[src/rtl/vram_fetch_pkg.sv]
// Shared definitions for the video RAM display fetcher: address width and FSM state encoding.
package vram_fetch_pkg;

   localparam int ADDR_W = 15;

   typedef logic [ADDR_W-1:0] addr_t;

   typedef enum logic [1:0] {
      ST_IDLE   = 2'd0,
      ST_WAITLN = 2'd1,
      ST_FETCH  = 2'd2,
      ST_DONE   = 2'd3
   } state_t;

endpackage

[src/rtl/vram_fetch_byte_fifo.sv]
// First-word-fall-through byte FIFO. The head byte is visible on rdata whenever count != 0.
// A pop while empty is ignored. Flush takes priority over a same-cycle push or pop.
module vram_fetch_byte_fifo #(
   parameter int DEPTH = 4
) (
   input  logic                     clk,
   input  logic                     reset,
   input  logic                     flush,
   input  logic                     push,
   input  logic [7:0]               wdata,
   input  logic                     pop,
   output logic [7:0]               rdata,
   output logic [$clog2(DEPTH):0]   count
);

   localparam int PW = $clog2(DEPTH);

   logic [7:0]    mem [DEPTH];
   logic [PW-1:0] wr_ptr;
   logic [PW-1:0] rd_ptr;
   logic          do_pop;

   assign do_pop = pop && (count != '0);
   assign rdata  = (count != '0) ? mem[rd_ptr] : 8'h00;

   // Storage needs no reset; the pointers and count define what is valid.
   always_ff @(posedge clk) begin
      if (push && !flush)
         mem[wr_ptr] <= wdata;
   end

   always_ff @(posedge clk or posedge reset) begin
      if (reset) begin
         wr_ptr <= '0;
         rd_ptr <= '0;
         count  <= '0;
      end else if (flush) begin
         wr_ptr <= '0;
         rd_ptr <= '0;
         count  <= '0;
      end else begin
         if (push)
            wr_ptr <= wr_ptr + 1'b1;
         if (do_pop)
            rd_ptr <= rd_ptr + 1'b1;
         case ({push, do_pop})
            2'b10:   count <= count + 1'b1;
            2'b01:   count <= count - 1'b1;
            default: count <= count;
         endcase
      end
   end

endmodule

[src/rtl/vram_fetch.sv]
// Display-side read initiator for the video RAM: walks a LINES x LINE_BYTES bitmap, one byte per
// granted cycle, and buffers returned bytes in a small FWFT FIFO for the pixel shifter.
module vram_fetch
   import vram_fetch_pkg::*;
#(
   parameter addr_t BASE_ADDR  = 15'h4000,
   parameter int    LINE_BYTES = 40,
   parameter int    LINES      = 200,
   parameter int    FIFO_DEPTH = 4
) (
   input  logic        clk,
   input  logic        reset,
   input  logic        frame_start,
   input  logic        line_start,
   input  logic        mem_grant,
   output logic        mem_en,
   output logic [14:0] mem_addr,
   input  logic [7:0]  mem_data,
   input  logic        pix_pop,
   output logic [7:0]  pix_data,
   output logic        pix_valid,
   output logic        underflow,
   output logic        busy
);

   localparam int          CW        = $clog2(FIFO_DEPTH) + 1;
   localparam addr_t       LINE_STEP = addr_t'(LINE_BYTES);
   localparam logic [7:0]  LEFT_INIT = 8'(LINE_BYTES);
   localparam logic [9:0]  LINES_N   = 10'(LINES);
   localparam logic [CW:0] DEPTH_N   = (CW+1)'(FIFO_DEPTH);

   state_t        state, state_nx;
   addr_t         addr, addr_nx;
   addr_t         line_base, line_base_nx;
   logic [7:0]    left, left_nx;
   logic [9:0]    line_idx, line_idx_nx;
   logic          inflight;
   logic [CW-1:0] fifo_count;
   logic [CW:0]   occupancy;
   logic          accept;
   addr_t         next_base;
   logic [9:0]    next_idx;
   logic          last_line;

   // Credits count both stored bytes and the one response still on its way back.
   assign occupancy = {1'b0, fifo_count} + {{CW{1'b0}}, inflight};
   assign mem_en    = (state == ST_FETCH) && (left != 8'd0) && (occupancy < DEPTH_N);
   assign accept    = mem_en && mem_grant;
   assign mem_addr  = addr;
   assign busy      = (state == ST_FETCH);
   assign pix_valid = (fifo_count != '0);

   assign next_base = line_base + LINE_STEP;
   assign next_idx  = line_idx + 10'd1;
   assign last_line = (next_idx == LINES_N);

   always_comb begin
      state_nx     = state;
      addr_nx      = addr;
      left_nx      = left;
      line_base_nx = line_base;
      line_idx_nx  = line_idx;
      if (frame_start) begin
         state_nx     = ST_WAITLN;
         addr_nx      = BASE_ADDR;
         left_nx      = 8'd0;
         line_base_nx = BASE_ADDR;
         line_idx_nx  = 10'd0;
      end else begin
         case (state)
            ST_WAITLN: begin
               if (line_start) begin
                  state_nx = ST_FETCH;
                  addr_nx  = line_base;
                  left_nx  = LEFT_INIT;
               end
            end
            ST_FETCH: begin
               // A late line_start abandons the rest of the line but keeps the frame geometry.
               if (line_start) begin
                  line_base_nx = next_base;
                  line_idx_nx  = next_idx;
                  if (last_line) begin
                     state_nx = ST_DONE;
                  end else begin
                     addr_nx = next_base;
                     left_nx = LEFT_INIT;
                  end
               end else if (accept) begin
                  addr_nx = addr + 1'b1;
                  left_nx = left - 8'd1;
                  if (left == 8'd1) begin
                     line_base_nx = next_base;
                     line_idx_nx  = next_idx;
                     state_nx     = last_line ? ST_DONE : ST_WAITLN;
                  end
               end
            end
            default: ;
         endcase
      end
   end

   always_ff @(posedge clk or posedge reset) begin
      if (reset) begin
         state     <= ST_IDLE;
         addr      <= BASE_ADDR;
         left      <= 8'd0;
         line_base <= BASE_ADDR;
         line_idx  <= 10'd0;
         inflight  <= 1'b0;
         underflow <= 1'b0;
      end else begin
         state     <= state_nx;
         addr      <= addr_nx;
         left      <= left_nx;
         line_base <= line_base_nx;
         line_idx  <= line_idx_nx;
         inflight  <= accept && !frame_start;
         if (frame_start)
            underflow <= 1'b0;
         else if ((pix_pop && !pix_valid) || (busy && line_start))
            underflow <= 1'b1;
      end
   end

   vram_fetch_byte_fifo #(
      .DEPTH (FIFO_DEPTH)
   ) byte_fifo (
      .clk   (clk),
      .reset (reset),
      .flush (frame_start),
      .push  (inflight && !frame_start),
      .wdata (mem_data),
      .pop   (pix_pop),
      .rdata (pix_data),
      .count (fifo_count)
   );

endmodule
[config.mk]
export PLATFORM = sky130hd
export DESIGN_NAME = vram_fetch
export DESIGN_NICKNAME = d
export VERILOG_FILES = /design/src/rtl/vram_fetch_pkg.sv /design/src/rtl/vram_fetch_byte_fifo.sv /design/src/rtl/vram_fetch.sv
export SDC_FILE = /design/constraint.sdc
export NUM_CORES = 1
export LEC_CHECK = 0
export ABC_AREA = 1
export CAP_MARGIN = 20
export CORE_MARGIN = 2
export CORE_UTILIZATION = 51
export CTS_CLUSTER_DIAMETER = 60
export DETAILED_ROUTE_END_ITERATION = 8
export PLACE_DENSITY = 0.79
export SYNTH_ARGS = -nofsm -noshare
export SYNTH_HDL_FRONTEND = slang
export SYNTH_SLANG_ARGS = --single-unit
[constraint.sdc]
create_clock -name clk -period 2.6 [get_ports clk]
set_input_delay 0.26 -clock clk [delete_from_list [all_inputs] [get_ports clk]]
set_output_delay 0.26 -clock clk [all_outputs]
set_load 0.01 [all_outputs]
==> impl_metrics.tcl, run 1 <==
set metrics [dict create \
    setup_viol 0 \
    drt-met1-wl_um 4920 \
    antennaDiodeCount 0 \
    rsz0062_at_grt "false" \
    drive_gt1_share_pct 15.0 \
    synth_ff_type "dfrtp_1" \
    r2r_slack_ns 0.45 \
    yosys.area.top_type "dfrtp_1" \
    cp-start-kind "flop" \
    layoutNonFillerInstCount 756 \
    cts_buffers 9 \
    path_clk_slew_ns 0.10 \
    dp_slack_ns 0.243 \
    p_leak_nw 2.38 \
    cts-htree-levels 3 \
    maxCapViolations 0 \
    cp.arrival_ns 2.10 \
    grt_pass1_vias 3935 \
    path_class "reg2out" \
    setup-tns-final_ns 0 \
    antenna_left 0 \
    crit-reg2reg-launch "state[0]" \
    synth.most_common_cell "nand2_1" \
    io_pins 41 \
    report.final.slew_viol_count 0 \
    ys_seq_area_share_pct 47.9 \
    synth_nets 592 \
    io_buffers 40 \
    synth_edf_count 32 \
    clock_latency_ns 0.37 \
    status "finished, final reports clean" \
    period_share_pct 90.6 \
    hpwl_um 7900 \
    firstDrtPassIters 5 \
    postSynth.asyncResetShare_pct 63.6 \
    timing.hold.ws_ns 0.281 \
    top_layer "met4" \
    syn_area_mm2 0.00493 \
    slowest_stage "dfrtp_1" \
    place_area_mm2 0.00550 \
    r2r_end "left[4]" \
    clock.fmax_mhz 425 \
    synth_area_leaders "dfrtp_1 27%, edfxtp_1 19%, nand2_1 8.3%" \
    drtIter0Drc 226 \
    clockRootBuffer "clkbuf_8" \
    layout.nets 647 \
    syn_to_final_growth_pct 15.9 \
    synth_top_area_share_pct 27.4 \
    hold_viol 0 \
    cp.required_ns 2.34 \
    via_per_inst 5.39 \
    syn_inst 567 \
    coreArea_mm2 0.00933 \
    grt_max_degree 36 \
    dp.cells 738 \
    fin_ws_ns 0.245 \
    worstRegToRegCells 9 \
    hold_class "in2async" \
    crit_path_frequent_cell "nor2_1" \
    cts_tree "yes" \
    ys_types 44 \
    worst_clock_skew_ns 0.0164 \
    grt_pass1_wl_um 18100 \
    cp-end-kind "output port" \
    crit_buf_inv 2 \
    finish.utilization_pct 61.3 \
    crit_fanout 10 \
    routed_wirelength_um 10900 \
    crit_chain "buf_4 -> nor2_1 -> nor2_1 -> o21ai_0 -> a21oi_1 -> clkdlybuf4s50_1" \
    powerDensity_mw_per_mm2 818 \
    worst_pin_slew_ns 0.589 \
    met3_length_um 539 \
    gr-usage-all-layers_pct 22.0 \
    power_mw 4.68 \
    ys_ff_latch 88 \
    num_rows 35 \
    clock-sinks 88 \
    start_util_pct 52.9 \
    wl_per_cell_um 14.4 \
    vias 4074 \
    design_area_mm2 0.00571 \
    cp_top_family "buffers and inverters" \
    relSlewSlack_pct 60.3 \
    cpPeakStageDelay_ns 0.58 \
    place_congestion 0.936 \
    die_h_um 102 \
    dieArea_mm2 0.0105 \
    dieWidth_um 102 \
    vdd_drop_max_uv 450 \
    drc_errors 0 \
    synth_warnings 0 \
    syn_area_per_cell_um2 8.70 \
    antenna_found_initial 0 \
    ctsLongestPathBuffers 2 \
    route.met2.wl_um 5280 \
    overflow 0 \
    layout_min_cycle_time_ns 2.36 \
    ys_top_cells_by_count "109 x nand2_1, 66 x nor2_1, 63 x inv_1" \
]
-- flip-flops by register name (all words and copies together) (netlist names) --
register	flops
byte_fifo.mem	32
mem_addr	15
line_base	12
line_idx	10
left	8
byte_fifo.count	3
byte_fifo.rd_ptr	2
byte_fifo.wr_ptr	2
state	2
inflight	1
underflow	1
-- metal layers --
layer	global-route usage [%]	vias up
met4	7.90	0
met3	3.35	20
met2	36.8	133
met1	29.3	1929
li1	-	1992
met5	0	-
-- cell type report --
class / count / area (µm²)
clock buffers: 9 / 124
clock inverters: 7 / 62.6
fillers: 791 / 3610
inverters: 68 / 268
multi-input cells: 398 / 2200
flip-flops and latches: 88 / 2370
well taps: 129 / 161
repair buffers: 57 / 528
-- worst register-to-register path: stages, from the launching register on --
cell     delay, ns
dfrtp_1       0.47
nor2_8        0.27
inv_6         0.10
nor2_4        0.27
inv_2         0.11
nor2_2        0.20
a21oi_4       0.16
nand2_8       0.29
nand2_1       0.13
o21ai_2       0.07
-- how the worst max path moves through the flow --
stage                             start                 end  slack (ns)  cells after the start
detailed placement          frame_start         line_idx[7]        0.24                     10
floorplan            byte_fifo.count[2]  byte_fifo.count[2]        0.50                      8
CTS                 byte_fifo.rd_ptr[1]         pix_data[6]        0.05                      5
global placement            frame_start         line_idx[7]        0.40                     10
finish              byte_fifo.rd_ptr[0]         pix_data[0]        0.24                      6
global route        byte_fifo.rd_ptr[0]         pix_data[2]        0.05                      6
-- kinds of logic after synthesis --
family	share of synthesized area (%)
compound gates	13.7
fa+ha+maj	2.94
xor+xnor	3.55
simple gates	24.5
flops	47.9
buf+inv	7.36
-- power breakdown --
group	switching [mW]	total (mW)	internal (mW)
Sequential	0.260	1.89	1.63
Clock	0.554	0.925	0.371
Combinational	1.08	1.86	0.787
-- cells in the final DEF (no fill, tap or decap), types with 6 or more instances in the layout --
| cell type | n |
|---|---|
| o22ai_1 | 13 |
| buf_4 | 17 |
| nor2_1 | 66 |
| inv_1 | 61 |
| ha_1 | 10 |
| o21ai_0 | 44 |
| clkdlybuf4s50_1 | 40 |
| nor3_1 | 6 |
| nand2_1 | 109 |
| nand4_1 | 11 |
| a21oi_1 | 19 |
| o21ai_2 | 17 |
| xor2_1 | 16 |
| edfxtp_1 | 32 |
| nand2_2 | 19 |
| nand3_1 | 31 |
| dfrtp_1 | 53 |
| clkbuf_8 | 9 |
-- repair_timing --
| action | in CTS | in global routing |
|---|---|---|
| buffers inserted | 0 | 2 |
| hold buffers | 0 | 0 |
| endpoints found under the setup margin | 0 | 5 |
| resized for setup | 0 | 3 |
(Power assumes the default switching activity.)
==> run 2: changes to the inputs <==
--- a/config.mk
+++ b/config.mk
@@ -11,7 +11,10 @@
 export CORE_UTILIZATION = 51
 export CTS_CLUSTER_DIAMETER = 60
 export DETAILED_ROUTE_END_ITERATION = 8
-export PLACE_DENSITY = 0.79
+export DONT_BUFFER_PORTS = 1
+export GPL_ROUTABILITY_DRIVEN = 0
+export PLACE_DENSITY = 0.73
+export REMOVE_ABC_BUFFERS = 1
 export SYNTH_ARGS = -nofsm -noshare
 export SYNTH_HDL_FRONTEND = slang
 export SYNTH_SLANG_ARGS = --single-unit
==> run 2 against run 1 <==
Against the previous run:
- first-iteration DRC count down 20%
- sequential share of layout area up 2.6 points
- global-route usage down 0.31 points
- clock-buffer cell count up 1
- combinational power down 22%
- sequential cell count unchanged
- critical path depth up 3
- non-clock buffer count down 41
- setup slack better by 0.19 ns
- fmax up 8.7%
- sequential power up 3%
- cell area down 6.0%
- critical path type is now reg2reg
==> impl_metrics.tcl, run 2 (same netlist as run 1, synthesis figures left out) <==
set metrics [dict create \
    hold_buffers 10 \
    layout.nets 606 \
    setup_viol 0 \
    min-delay-start "pix_pop" \
    routed_wirelength_um 10900 \
    path_clk_slew_ns 0.09 \
    path_class "reg2reg" \
    clockRootBuffer "clkbuf_8" \
    setup-tns-final_ns 0 \
    fill_cells 843 \
    clock-sinks 88 \
    min_to "underflow" \
    layout_common_cells "109 x nand2_1, 66 x nor2_1, 62 x inv_1, 54 x dfrtp_1, 44 x o21ai_0" \
    grt_max_degree 57 \
    via_per_inst 5.45 \
    dieWidth_um 102 \
    gr-usage-all-layers_pct 21.7 \
    drive_gt1_share_pct 13.5 \
    largest_register_ffs 32 \
    drc_errors 0 \
    antenna_left 0 \
    cts_tree "yes" \
    hold_class "in2reg" \
    crit_fanout 35 \
    report.final.slew_viol_count 0 \
    antenna_found_initial 0 \
    cp.arrival_ns 2.45 \
    r2r_slack_ns 0.43 \
    dieArea_mm2 0.0105 \
    powerDensity_mw_per_mm2 832 \
    vdd_drop_max_uv 418 \
    worstRegToRegCells 9 \
    cp-start-kind "flop" \
    wl_per_cell_um 15.3 \
    cts_resized 0 \
    r2r_end "left[4]" \
    clock_latency_ns 0.37 \
    hold_depth 2 \
    clock.fmax_mhz 462 \
    p_leak_nw 2.24 \
    antennaDiodeCount 0 \
    vias 3899 \
    dp.cells 689 \
    period_share_pct 83.3 \
    rsz0062_at_grt "false" \
    place_area_mm2 0.00505 \
    cts_setup_buffers 0 \
    layout_min_cycle_time_ns 2.17 \
    overflow 0 \
    status "finished, final reports clean" \
    cts_buffers 9 \
    io_pins 41 \
    crit-reg2reg-launch "state[0]" \
    grt_pass1_vias 3733 \
    die_h_um 102 \
    drtIter0Drc 180 \
    top_register "byte_fifo.mem" \
    coreArea_mm2 0.00933 \
    layoutNonFillerInstCount 715 \
    cts-htree-levels 3 \
    maxCapViolations 0 \
    power_mw 4.47 \
    syn_to_final_growth_pct 8.85 \
    hpwl_um 7950 \
    ctsLongestPathBuffers 2 \
    cp.required_ns 2.89 \
    hold_viol 0 \
    relSlewSlack_pct 46.4 \
    io_buffers 0 \
    cp-end-kind "flop" \
    grt_pass1_wl_um 17600 \
    num_rows 35 \
    worst_pin_slew_ns 0.801 \
    final_common_cell "nand2_1" \
    design_area_mm2 0.00537 \
    firstDrtPassIters 5 \
    start_util_pct 52.9 \
    worst_clock_skew_ns 0.0172 \
]
## run 2: cell types whose count changed in the layout (fill, tap and decap cells not counted), sizes merged
| cell | delta |
|---|---|
| buf | -11 |
| clkbuf | +1 |
| clkinv | -1 |
| inv | -2 |
| bufinv | +2 |
| clkdlybuf4s50 | -40 |
| dlygate4sd3 | +10 |
## run 2: worst max-delay path by stage
stage / start / to / slack (ns) / depth (start not counted)
global placement: state[0] / mem_addr[8] / 0.53 / 9
detailed placement: state[0] / left[4] / 0.45 / 9
floorplan: byte_fifo.count[2] / byte_fifo.count[2] / 0.50 / 8
finish: state[0] / left[4] / 0.43 / 9
global route: state[0] / left[4] / 0.22 / 9
CTS: state[0] / left[4] / 0.42 / 9
## run 2: layer usage
metal | vias up | GRT usage [%] | wire length [µm]
met3 | 19 | 3.49 | 514
met2 | 98 | 37.4 | 5460
met4 | 0 | 7.90 | 193
met1 | 1864 | 27.7 | 4760
met5 | - | 0 | 0
li1 | 1918 | - | -
## run 2: cell type report
class / count / area, µm² / area share, %
multi-input combinational: 398 / 2200 / 41.1
clock buffer: 10 / 128 / 2.38
inverter: 68 / 260 / 4.85
sequential: 88 / 2360 / 44.0
clock inverter: 6 / 92.6 / 1.72
tap: 129 / 161 / 3.01
timing repair buffer: 16 / 158 / 2.94
## run 2: per-stage QoR
stage	utilization (%)	hold WS (ns)	setup WS, ns
2_1_floorplan	-	0.323	0.501
3_3_place_gp	54.1	0.223	0.530
3_5_place_dp	54.1	0.227	0.448
4_1_cts	57.6	0.0617	0.424
5_1_grt	57.6	0.0651	0.216
6_report	57.6	0.0643	0.433
## run 2: power breakdown
group,switching (mW),total (mW),internal (mW)
sequential,0.311,1.94,1.63
clock,0.522,1.07,0.549
combinational,0.978,1.46,0.481
total,1.81,4.47,2.65
## run 2: critical path: stages (launching register included)
cell     delay [ns]
dfrtp_1        0.46
nor2_8         0.28
inv_6          0.08
nor2_4         0.22
inv_2          0.09
nor2_2         0.31
a21oi_4        0.18
nand2_8        0.29
nand2_1        0.11
o21ai_2        0.07
